**src/rtl/sprite_blitter.sv**
```systemverilog
// Chip-8/SCHIP sprite blitter: XOR-draws sprite rows into a 128x64 framebuffer
// of 512 x 16-bit words and clears it, reporting pixel collision on each draw.
module sprite_blitter #(
   parameter int FB_AW = 9,
   parameter int FB_DW = 16
) (
   input  logic             clk,
   input  logic             res,
   input  logic             hires,
   input  logic             cmd_draw,
   input  logic             cmd_clear,
   input  logic [6:0]       x,
   input  logic [5:0]       y,
   input  logic [3:0]       n,
   output logic             spr_req,
   output logic [4:0]       spr_idx,
   input  logic             spr_ack,
   input  logic [7:0]       spr_data,
   output logic [FB_AW-1:0] fb_addr,
   input  logic [FB_DW-1:0] fb_rdata,
   output logic [FB_DW-1:0] fb_wdata,
   output logic             fb_we,
   output logic             busy,
   output logic             done,
   output logic             collision
);

   typedef enum logic [3:0] {
      IDLE, FETCH_A, FETCH_B, RD0, WR0, RD1, WR1, NEXT, CLR, FIN
   } state_t;

   state_t            r_state, w_state_next;
   logic              r_hires;
   logic              r_wide;
   logic [6:0]        r_xs;
   logic [6:0]        r_row;
   logic [4:0]        r_rcnt;
   logic [4:0]        r_rows;
   logic [15:0]       r_pat;
   logic              r_coll;
   logic [FB_AW-1:0]  r_clr_addr;

   logic [31:0]       w_m;
   logic [2:0]        w_w0;
   logic [3:0]        w_w1;
   logic              w_w1_ok;
   logic [6:0]        w_row_next;
   logic [4:0]        w_rcnt_next;
   logic              w_last;
   logic              w_accept_draw;

   assign w_m         = {r_pat, 16'h0000} >> r_xs[3:0];
   assign w_w0        = r_xs[6:4];
   assign w_w1        = {1'b0, w_w0} + 4'd1;
   assign w_w1_ok     = (w_w1 <= (r_hires ? 4'd7 : 4'd3)) && (|w_m[15:0]);
   assign w_row_next  = r_row + 7'd1;
   assign w_rcnt_next = r_rcnt + 5'd1;
   // A row count of zero only survives acceptance for an empty lores sprite.
   assign w_last      = (r_rows == 5'd0) || (w_rcnt_next == r_rows) ||
                        (w_row_next >= (r_hires ? 7'd64 : 7'd32));
   assign w_accept_draw = (r_state == IDLE) && cmd_draw && !cmd_clear;
   assign collision   = r_coll;

   // NOTE: sequential state uses non-blocking assignments so every register
   // samples the pre-edge values, independent of statement order.
   always_ff @(posedge clk or negedge res) begin
      if (!res) begin
         r_state    <= IDLE;
         r_hires    <= 1'b0;
         r_wide     <= 1'b0;
         r_xs       <= '0;
         r_row      <= '0;
         r_rcnt     <= '0;
         r_rows     <= '0;
         r_pat      <= '0;
         r_coll     <= 1'b0;
         r_clr_addr <= '0;
      end else begin
         r_state <= w_state_next;
         if (r_state == IDLE && cmd_clear) begin
            r_clr_addr <= '0;
         end
         if (w_accept_draw) begin
            r_hires <= hires;
            r_xs    <= hires ? x : {1'b0, x[5:0]};
            r_row   <= hires ? {1'b0, y} : {2'b00, y[4:0]};
            r_rcnt  <= '0;
            r_wide  <= hires && (n == 4'd0);
            r_rows  <= (n != 4'd0) ? {1'b0, n} : (hires ? 5'd16 : 5'd0);
            r_coll  <= 1'b0;
         end
         case (r_state)
            FETCH_A: if (spr_ack) r_pat <= {spr_data, 8'h00};
            FETCH_B: if (spr_ack) r_pat[7:0] <= spr_data;
            WR0:     r_coll <= r_coll | (|(fb_rdata & w_m[31:16]));
            WR1:     r_coll <= r_coll | (|(fb_rdata & w_m[15:0]));
            NEXT: begin
               if (!w_last) begin
                  r_row  <= w_row_next;
                  r_rcnt <= w_rcnt_next;
               end
            end
            CLR:     r_clr_addr <= r_clr_addr + 1'b1;
            default: ;
         endcase
      end
   end

   // NOTE: every output and the next state get a default before the case so
   // no path through this block can infer a latch.
   always_comb begin
      w_state_next = r_state;
      spr_req      = 1'b0;
      spr_idx      = '0;
      fb_addr      = '0;
      fb_wdata     = '0;
      fb_we        = 1'b0;
      busy         = 1'b0;
      done         = 1'b0;
      case (r_state)
         IDLE: begin
            if (cmd_clear) begin
               w_state_next = CLR;
            end else if (cmd_draw) begin
               w_state_next = (n == 4'd0 && !hires) ? NEXT : FETCH_A;
            end
         end
         FETCH_A: begin
            busy    = 1'b1;
            spr_req = 1'b1;
            spr_idx = r_wide ? {r_rcnt[3:0], 1'b0} : r_rcnt;
            if (spr_ack) w_state_next = r_wide ? FETCH_B : RD0;
         end
         FETCH_B: begin
            busy    = 1'b1;
            spr_req = 1'b1;
            spr_idx = {r_rcnt[3:0], 1'b1};
            if (spr_ack) w_state_next = RD0;
         end
         RD0: begin
            busy         = 1'b1;
            fb_addr      = {r_row[5:0], w_w0};
            w_state_next = WR0;
         end
         WR0: begin
            busy         = 1'b1;
            fb_addr      = {r_row[5:0], w_w0};
            fb_wdata     = fb_rdata ^ w_m[31:16];
            fb_we        = 1'b1;
            w_state_next = w_w1_ok ? RD1 : NEXT;
         end
         RD1: begin
            busy         = 1'b1;
            fb_addr      = {r_row[5:0], w_w1[2:0]};
            w_state_next = WR1;
         end
         WR1: begin
            busy         = 1'b1;
            fb_addr      = {r_row[5:0], w_w1[2:0]};
            fb_wdata     = fb_rdata ^ w_m[15:0];
            fb_we        = 1'b1;
            w_state_next = NEXT;
         end
         NEXT: begin
            busy         = 1'b1;
            w_state_next = w_last ? FIN : FETCH_A;
         end
         CLR: begin
            busy    = 1'b1;
            fb_addr = r_clr_addr;
            fb_we   = 1'b1;
            if (&r_clr_addr) w_state_next = FIN;
         end
         FIN: begin
            done         = 1'b1;
            w_state_next = IDLE;
         end
         default: w_state_next = IDLE;
      endcase
   end

endmodule

```
**config.mk**
```make
export PLATFORM = sky130hd
export DESIGN_NAME = sprite_blitter
export DESIGN_NICKNAME = d
export VERILOG_FILES = /design/src/rtl/sprite_blitter.sv
export SDC_FILE = /design/constraint.sdc
export NUM_CORES = 1
export LEC_CHECK = 0
export ABC_AREA = 1
export ABC_CLOCK_PERIOD_IN_PS = 2000
export CORE_ASPECT_RATIO = 1.1
export CORE_UTILIZATION = 50
export CTS_BUF_LIST = sky130_fd_sc_hd__clkbuf_8
export DETAILED_ROUTE_END_ITERATION = 10
export GPL_ROUTABILITY_DRIVEN = 0
export PLACE_DENSITY = 0.8
export RECOVER_POWER = 50
export SYNTH_ARGS = -nofsm -noshare
export SYNTH_HDL_FRONTEND = slang
export SYNTH_SLANG_ARGS = --single-unit
```
**constraint.sdc**
```tcl
create_clock -name clk -period 2 [get_ports clk]
set_input_delay 0.2 -clock clk [delete_from_list [all_inputs] [get_ports clk]]
set_output_delay 0.2 -clock clk [all_outputs]
set_load 0.02 [all_outputs]
```
==> results.txt, run 1 <==
----------------------------------------------------
[Synthesis]
  #FFs+latches synth ... 55
  Synth area leader ... sky130_fd_sc_hd__dfrtp_1
  Number of distinct library cells after synthesis ... 42
  Area fraction of the dominant cell type after synthesis ... 0.305
  Cell Area, Synth ... between 0.004 and 0.005 mm²
  Seq/Total Area, Yosys ... 0.305
  Leading cell types by total area after synthesis ... sky130_fd_sc_hd__dfrtp_1 31%, sky130_fd_sc_hd__nand2_1 15%, sky130_fd_sc_hd__nand3_1 13%
  Number of enable flip-flop cells after synthesis ... 0
  Per-instance average area after synthesis ... 6.34 µm²
  Synthesized netlist net count ... 768
  Warnings, synthesis ... 0
  Main synth FF type ... sky130_fd_sc_hd__dfrtp_1
  Fraction of synthesis flops using an asynchronous set or reset pin ... 1.00
  Number of instances in the synthesized netlist ... 712

[Global routing]
  Total routing resource utilization after global routing ... 0.686
  Pin count of the biggest net entering global routing ... 25
  Remaining global-route overflow ... 1

[Die]
  Chip height ... 102 µm
  Width of the die ... a little over 90 µm
  Initial standard-cell utilization of the core ... 0.526
  Num ports ... just over 80
  Standard-cell row count ... 35

[Run status]
  Stage at which the run stopped ... global routing
  Error msg ... [ERROR GRT-0232] Routing congestion too high. Check the congestion heatmap in the GUI.
  Result of the run ... aborted with a tool error

[Clocking]
  CTS Sinks ... 55
  Cell at the root of the clock tree ... sky130_fd_sc_hd__clkbuf_8
  Maximum root-to-sink buffer count ... 2
  TritonCTS Buffers ... 5
  Clock H-tree levels ... 2

[Timing]
  Worst endpoint from the post-global-route timing repair ... fb_wdata[3]
  Worst End Pin Type ... primary output

[Place]
  PortBufs ... 81
  Detailed placement HPWL ... 11.8 mm

----------------------------------------------------
==> through the flow <==
stage	cell area (µm²)	std cells	setup WS, ns
CTS	6790	1032	-0.251
global placement	6360	1004	-0.409
detailed placement	6360	1004	-0.464
floorplan	4530	712	-0.0970
==> logic make-up after synthesis <==
| group | count (synthesis) | share of synthesized area |
|---|---|---|
| buf+inv | 106 | 0.0948 |
| flops | 55 | 0.305 |
| compound gates | 138 | 0.171 |
| fa+ha+maj | 9 | 0.0250 |
| xor+xnor | 15 | 0.0291 |
| simple gates | 389 | 0.375 |
==> layer usage <==
layer,GRT overflow,global-route usage
met3,0,0.503
met1,0,0.695
met4,1,0.647
met2,0,0.891
met5,0,0.172
==> cells in the mapped netlist, types with 9 or more instances <==
library cell	count
sky130_fd_sc_hd__ha_1	9
sky130_fd_sc_hd__buf_2	9
sky130_fd_sc_hd__o21ai_0	85
sky130_fd_sc_hd__xor2_1	11
sky130_fd_sc_hd__o22ai_1	9
sky130_fd_sc_hd__nand3_1	120
sky130_fd_sc_hd__nor2_1	59
sky130_fd_sc_hd__dfrtp_1	55
sky130_fd_sc_hd__nand2_1	180
sky130_fd_sc_hd__a21oi_1	15
sky130_fd_sc_hd__nand4_1	9
sky130_fd_sc_hd__inv_1	77
sky130_fd_sc_hd__clkbuf_1	12
sky130_fd_sc_hd__nor3_1	9
==> repair_timing <==
item / CTS
hold endpoints to repair: 22
gates cloned: 2
setup endpoints to repair: 50
buffers inserted: 17
gates resized for setup: 264
pin swaps: 16
hold buffers: 1
==> run 2: changes to the inputs <==
==> config.mk (replaced) <==
export PLATFORM = sky130hd
export DESIGN_NAME = sprite_blitter
export DESIGN_NICKNAME = d
export VERILOG_FILES = /design/src/rtl/sprite_blitter.sv
export SDC_FILE = /design/constraint.sdc
export NUM_CORES = 1
export LEC_CHECK = 0
export ABC_AREA = 1
export ABC_CLOCK_PERIOD_IN_PS = 2600
export CORE_UTILIZATION = 40
export DETAILED_ROUTE_END_ITERATION = 10
export GPL_ROUTABILITY_DRIVEN = 0
export PLACE_DENSITY_LB_ADDON = 0.15
export RECOVER_POWER = 50
export SYNTH_ARGS = -nofsm -noshare
export SYNTH_HDL_FRONTEND = slang
export SYNTH_SLANG_ARGS = --single-unit
==> constraint.sdc (replaced) <==
create_clock -name clk -period 2.6 [get_ports clk]
set_input_delay 0.26 -clock clk [delete_from_list [all_inputs] [get_ports clk]]
set_output_delay 0.26 -clock clk [all_outputs]
set_load 0.02 [all_outputs]
==> run 2 against run 1 <==
The run now ends clean. Synthesized area is the same. Synthesized cell count is the same.
==> results.txt, run 2 <==
----------------------------------------------------
[Synthesis]
  Warnings, synthesis ... 0
  Synthesized netlist net count ... 768
  Main synth FF type ... sky130_fd_sc_hd__dfrtp_1
  #FFs+latches synth ... 55
  Leading cell types by count after synthesis ... 180 x sky130_fd_sc_hd__nand2_1, 120 x sky130_fd_sc_hd__nand3_1, 85 x sky130_fd_sc_hd__o21ai_0
  Leading cell types by total area after synthesis ... sky130_fd_sc_hd__dfrtp_1 31%, sky130_fd_sc_hd__nand2_1 15%, sky130_fd_sc_hd__nand3_1 13%
  Per-instance average area after synthesis ... 6.34 µm²
  Number of instances in the synthesized netlist ... 712
  Synth area leader ... sky130_fd_sc_hd__dfrtp_1
  Area fraction of the dominant cell type after synthesis ... 0.305
  Fraction of synthesis flops using an asynchronous set or reset pin ... 1.00
  Top-count cell post-synth ... sky130_fd_sc_hd__nand2_1
  Cell Area, Synth ... 0.00451 mm²
  Seq/Total Area, Yosys ... 0.305
  Number of enable flip-flop cells after synthesis ... 0
  Number of distinct library cells after synthesis ... 42

[Timing]
  Timing-limited maximum frequency ... 410 MHz
  Worst relative slew slack ... 0.193
  Number of max-slew violations in the final report ... 0
  Hold Fails Final Rpt ... 0
  Shortest clock period the worst path allows after layout ... 2.44 ns
  Final worst clock skew ... 0.00660 ns
  Final period utilization ... 0.937
  Setup TNS ... 0 ns
  Setup violation total in the final timing report ... 0
  RSZ-0062 raised after global routing ... no
  Measured slew at the worst slew-check pin ... between 1 and 1.5 ns

[Critical path]
  Worst Path Required ... 2.34 ns
  Count of cells along the worst register-to-register path ... 12
  Critical path capture point type ... primary output
  Worst reg2reg path endpoint ... r_rcnt[2]$_DFF_PN0_
  Data arrival, critical path ... 2.18 ns
  Critical path origin ... r_state[2]$_DFFE_PN0P_
  Worst-path maximum fanout ... 14
  Worst setup path class ... reg -> out
  Category of the worst setup path launch point ... flip-flop
  FF-to-FF Start ... r_row[0]$_DFF_PN0_
  Reg-to-reg setup timing slack ... 0.23 ns

[Detailed routing]
  Post-detailed-routing wire length ... 13.8 mm
  Routed wire per std cell ... ~15 µm
  Drt pass-1 iters ... 7
  DRC errors left ... 0
  Average via count per standard cell ... approximately 5.6
  Number of design-rule violations left by the first detailed-router iteration ... 291
  Vias ... 5255
  Post-DRT Antenna Nets ... 0

[Layout]
  Layout Cells excl Fill ... 942
  Largest registers ... r_pat: 16 flops, r_clr_addr: 9 flops
  Share of post-route cells with drive strength above 1 ... 0.0810
  Area growth from synthesis to final layout ... 28.4%
  Register area ... roughly 0.0014 mm²
  Largest reg by FF count ... r_pat
  Leading cell types in the layout, fill and taps excluded ... 180 x sky130_fd_sc_hd__nand2_1, 119 x sky130_fd_sc_hd__nand3_1, 81 x sky130_fd_sc_hd__o21ai_0
  Number of filler instances in the final layout ... 1124
  Final #Nets ... approximately 860
  Area of the multi-input gates ... 0.00275 mm²
  Number of inserted diodes ... 0
  Most common cell after layout, fill and taps aside ... sky130_fd_sc_hd__nand2_1
  Final std cell area, no fill ... 0.00579 mm²
  Max FFs per register ... 16

[Die]
  Core footprint ... 0.0109 mm²
  Standard-cell row count ... 38
  Total die area ... 0.0117 mm²
  Width of the die ... 108 µm
  Chip height ... ~110 µm
  Num ports ... 82
  Initial standard-cell utilization of the core ... 0.413

[Power and ir drop]
  Pint ... 3.24 mW
  PwrDens ... about 1200 mW/mm²
  Leakage power of the design ... between 2 and 3 nW
  Share of power burned in registers ... 0.223
  Comb power frac ... 0.677
  Part of the power in the clock network ... 0.100
  Switching power summed over all nets ... 3.51 mW
  Worst voltage drop across the vdd grid ... 432 µV
  Net Sw Frac ... 0.520

[Global routing]
  Wire length of the first global-routing pass ... 22.9 mm
  Total routing resource utilization after global routing ... 0.248
  Pin count of the biggest net entering global routing ... 48
  Remaining global-route overflow ... 0
  Initial antenna violation count ... 0
  Via count of the first global-routing pass ... 5000

[Clocking]
  TritonCTS Buffers ... 5
  Setup repair bufs after CTS ... 0
  CTS Sinks ... 55
  Clock H-tree levels ... 2
  Cell at the root of the clock tree ... sky130_fd_sc_hd__clkbuf_16
  Skew-Pair Late Insertion Delay ... between 0.2 and 0.3 ns
  TritonCTS clock tree ... done
  Maximum root-to-sink buffer count ... 2
  Clock-pin slew of the registers on the worst-case setup and hold paths ... 0.07 ns

[Worst hold path]
  Type of the most critical hold path ... in -> async

[Place]
  Placement-stage cell area ... about 0.0056 mm²
  PortBufs ... 81
  Detailed placement HPWL ... 10.9 mm
  Total instance count after detailed placement ... 933

[Run status]
  Result of the run ... completed

[Flow run]
  Max-Cap Viols ... 0

----------------------------------------------------
==> run 2: cell counts after synthesis <==
Identical to the previous run, type by type.
==> run 2: power by group through the flow <==
stage	logic, mW	clock network, mW	registers (mW)
4_1_cts	4.51	0.690	1.50
3_3_place_gp	4.43	0	1.51
3_5_place_dp	4.49	0	1.51
2_1_floorplan	3.06	0	1.43
6_report	4.57	0.673	1.50
5_1_grt	5.11	0.722	1.55
==> run 2: cell families after synthesis <==
group | after synthesis | synth area share
compound gates | 138 | 0.171
xor+xnor | 15 | 0.0291
buf+inv | 106 | 0.0948
flops | 55 | 0.305
simple gates | 389 | 0.375
fa+ha+maj | 9 | 0.0250
==> run 2: final cells by class <==
class,instances,area share
Sequential cell,55,0.238
Clock inverter,3,0.00324
Timing Repair Buffer,108,0.181
Multi-Input combinational cell,551,0.475
Tap cell,140,0.0302
Inverter,80,0.0518
Clock buffer,5,0.0216
==> run 2: repair_timing <==
item / in CTS / in global routing
gates cloned: 0 / 0
hold endpoints to repair: 8 / 0
endpoints found under the setup margin: 28 / 26
gates resized for setup: 24 / 43
hold buffers: 1 / 0
==> run 2: worst max-delay path, cell delays in order (launching register included) <==
cell	delay, ns
sky130_fd_sc_hd__dfrtp_1	0.41
sky130_fd_sc_hd__inv_1	0.06
sky130_fd_sc_hd__nor2_1	0.08
sky130_fd_sc_hd__inv_1	0.10
sky130_fd_sc_hd__nor2_1	0.26
sky130_fd_sc_hd__buf_12	0.18
sky130_fd_sc_hd__inv_1	0.11
sky130_fd_sc_hd__nand2_1	0.09
sky130_fd_sc_hd__clkdlybuf4s50_1	0.60
==> run 2: how the worst max path moves through the flow <==
stage,to,slack [ns]
after floorplan,r_row[5]$_DFF_PN0_,0.47
after global placement,fb_wdata[14],0.15
after detailed placement,fb_wdata[4],0.1
after CTS,busy,0.0008
after global routing,fb_wdata[5],0.008
final,fb_we,0.16
==> run 2: layer usage <==
layer | GRT usage | wire length (µm) | share of wire
met1 | 0.295 | 5620 | 0.41
met2 | 0.434 | 6910 | 0.50
met4 | 0.116 | 509 | 0.037
met5 | 0 | 0 | 0
met3 | 0.0386 | 731 | 0.053
==> run 2: stage by stage <==
step | total power, mW | setup slack (ns) | util | hold slack (ns)
floorplan | 4.49 | 0.471 | - | -0.0356
global placement | 5.94 | 0.151 | 0.515 | 0.143
detailed placement | 6.00 | 0.0985 | 0.515 | 0.143
CTS | 6.70 | 0.000818 | 0.529 | 0.369
global route | 7.38 | 0.00794 | 0.530 | 0.499
finish | 6.75 | 0.163 | 0.530 | 0.453
(Power assumes the default switching activity.)
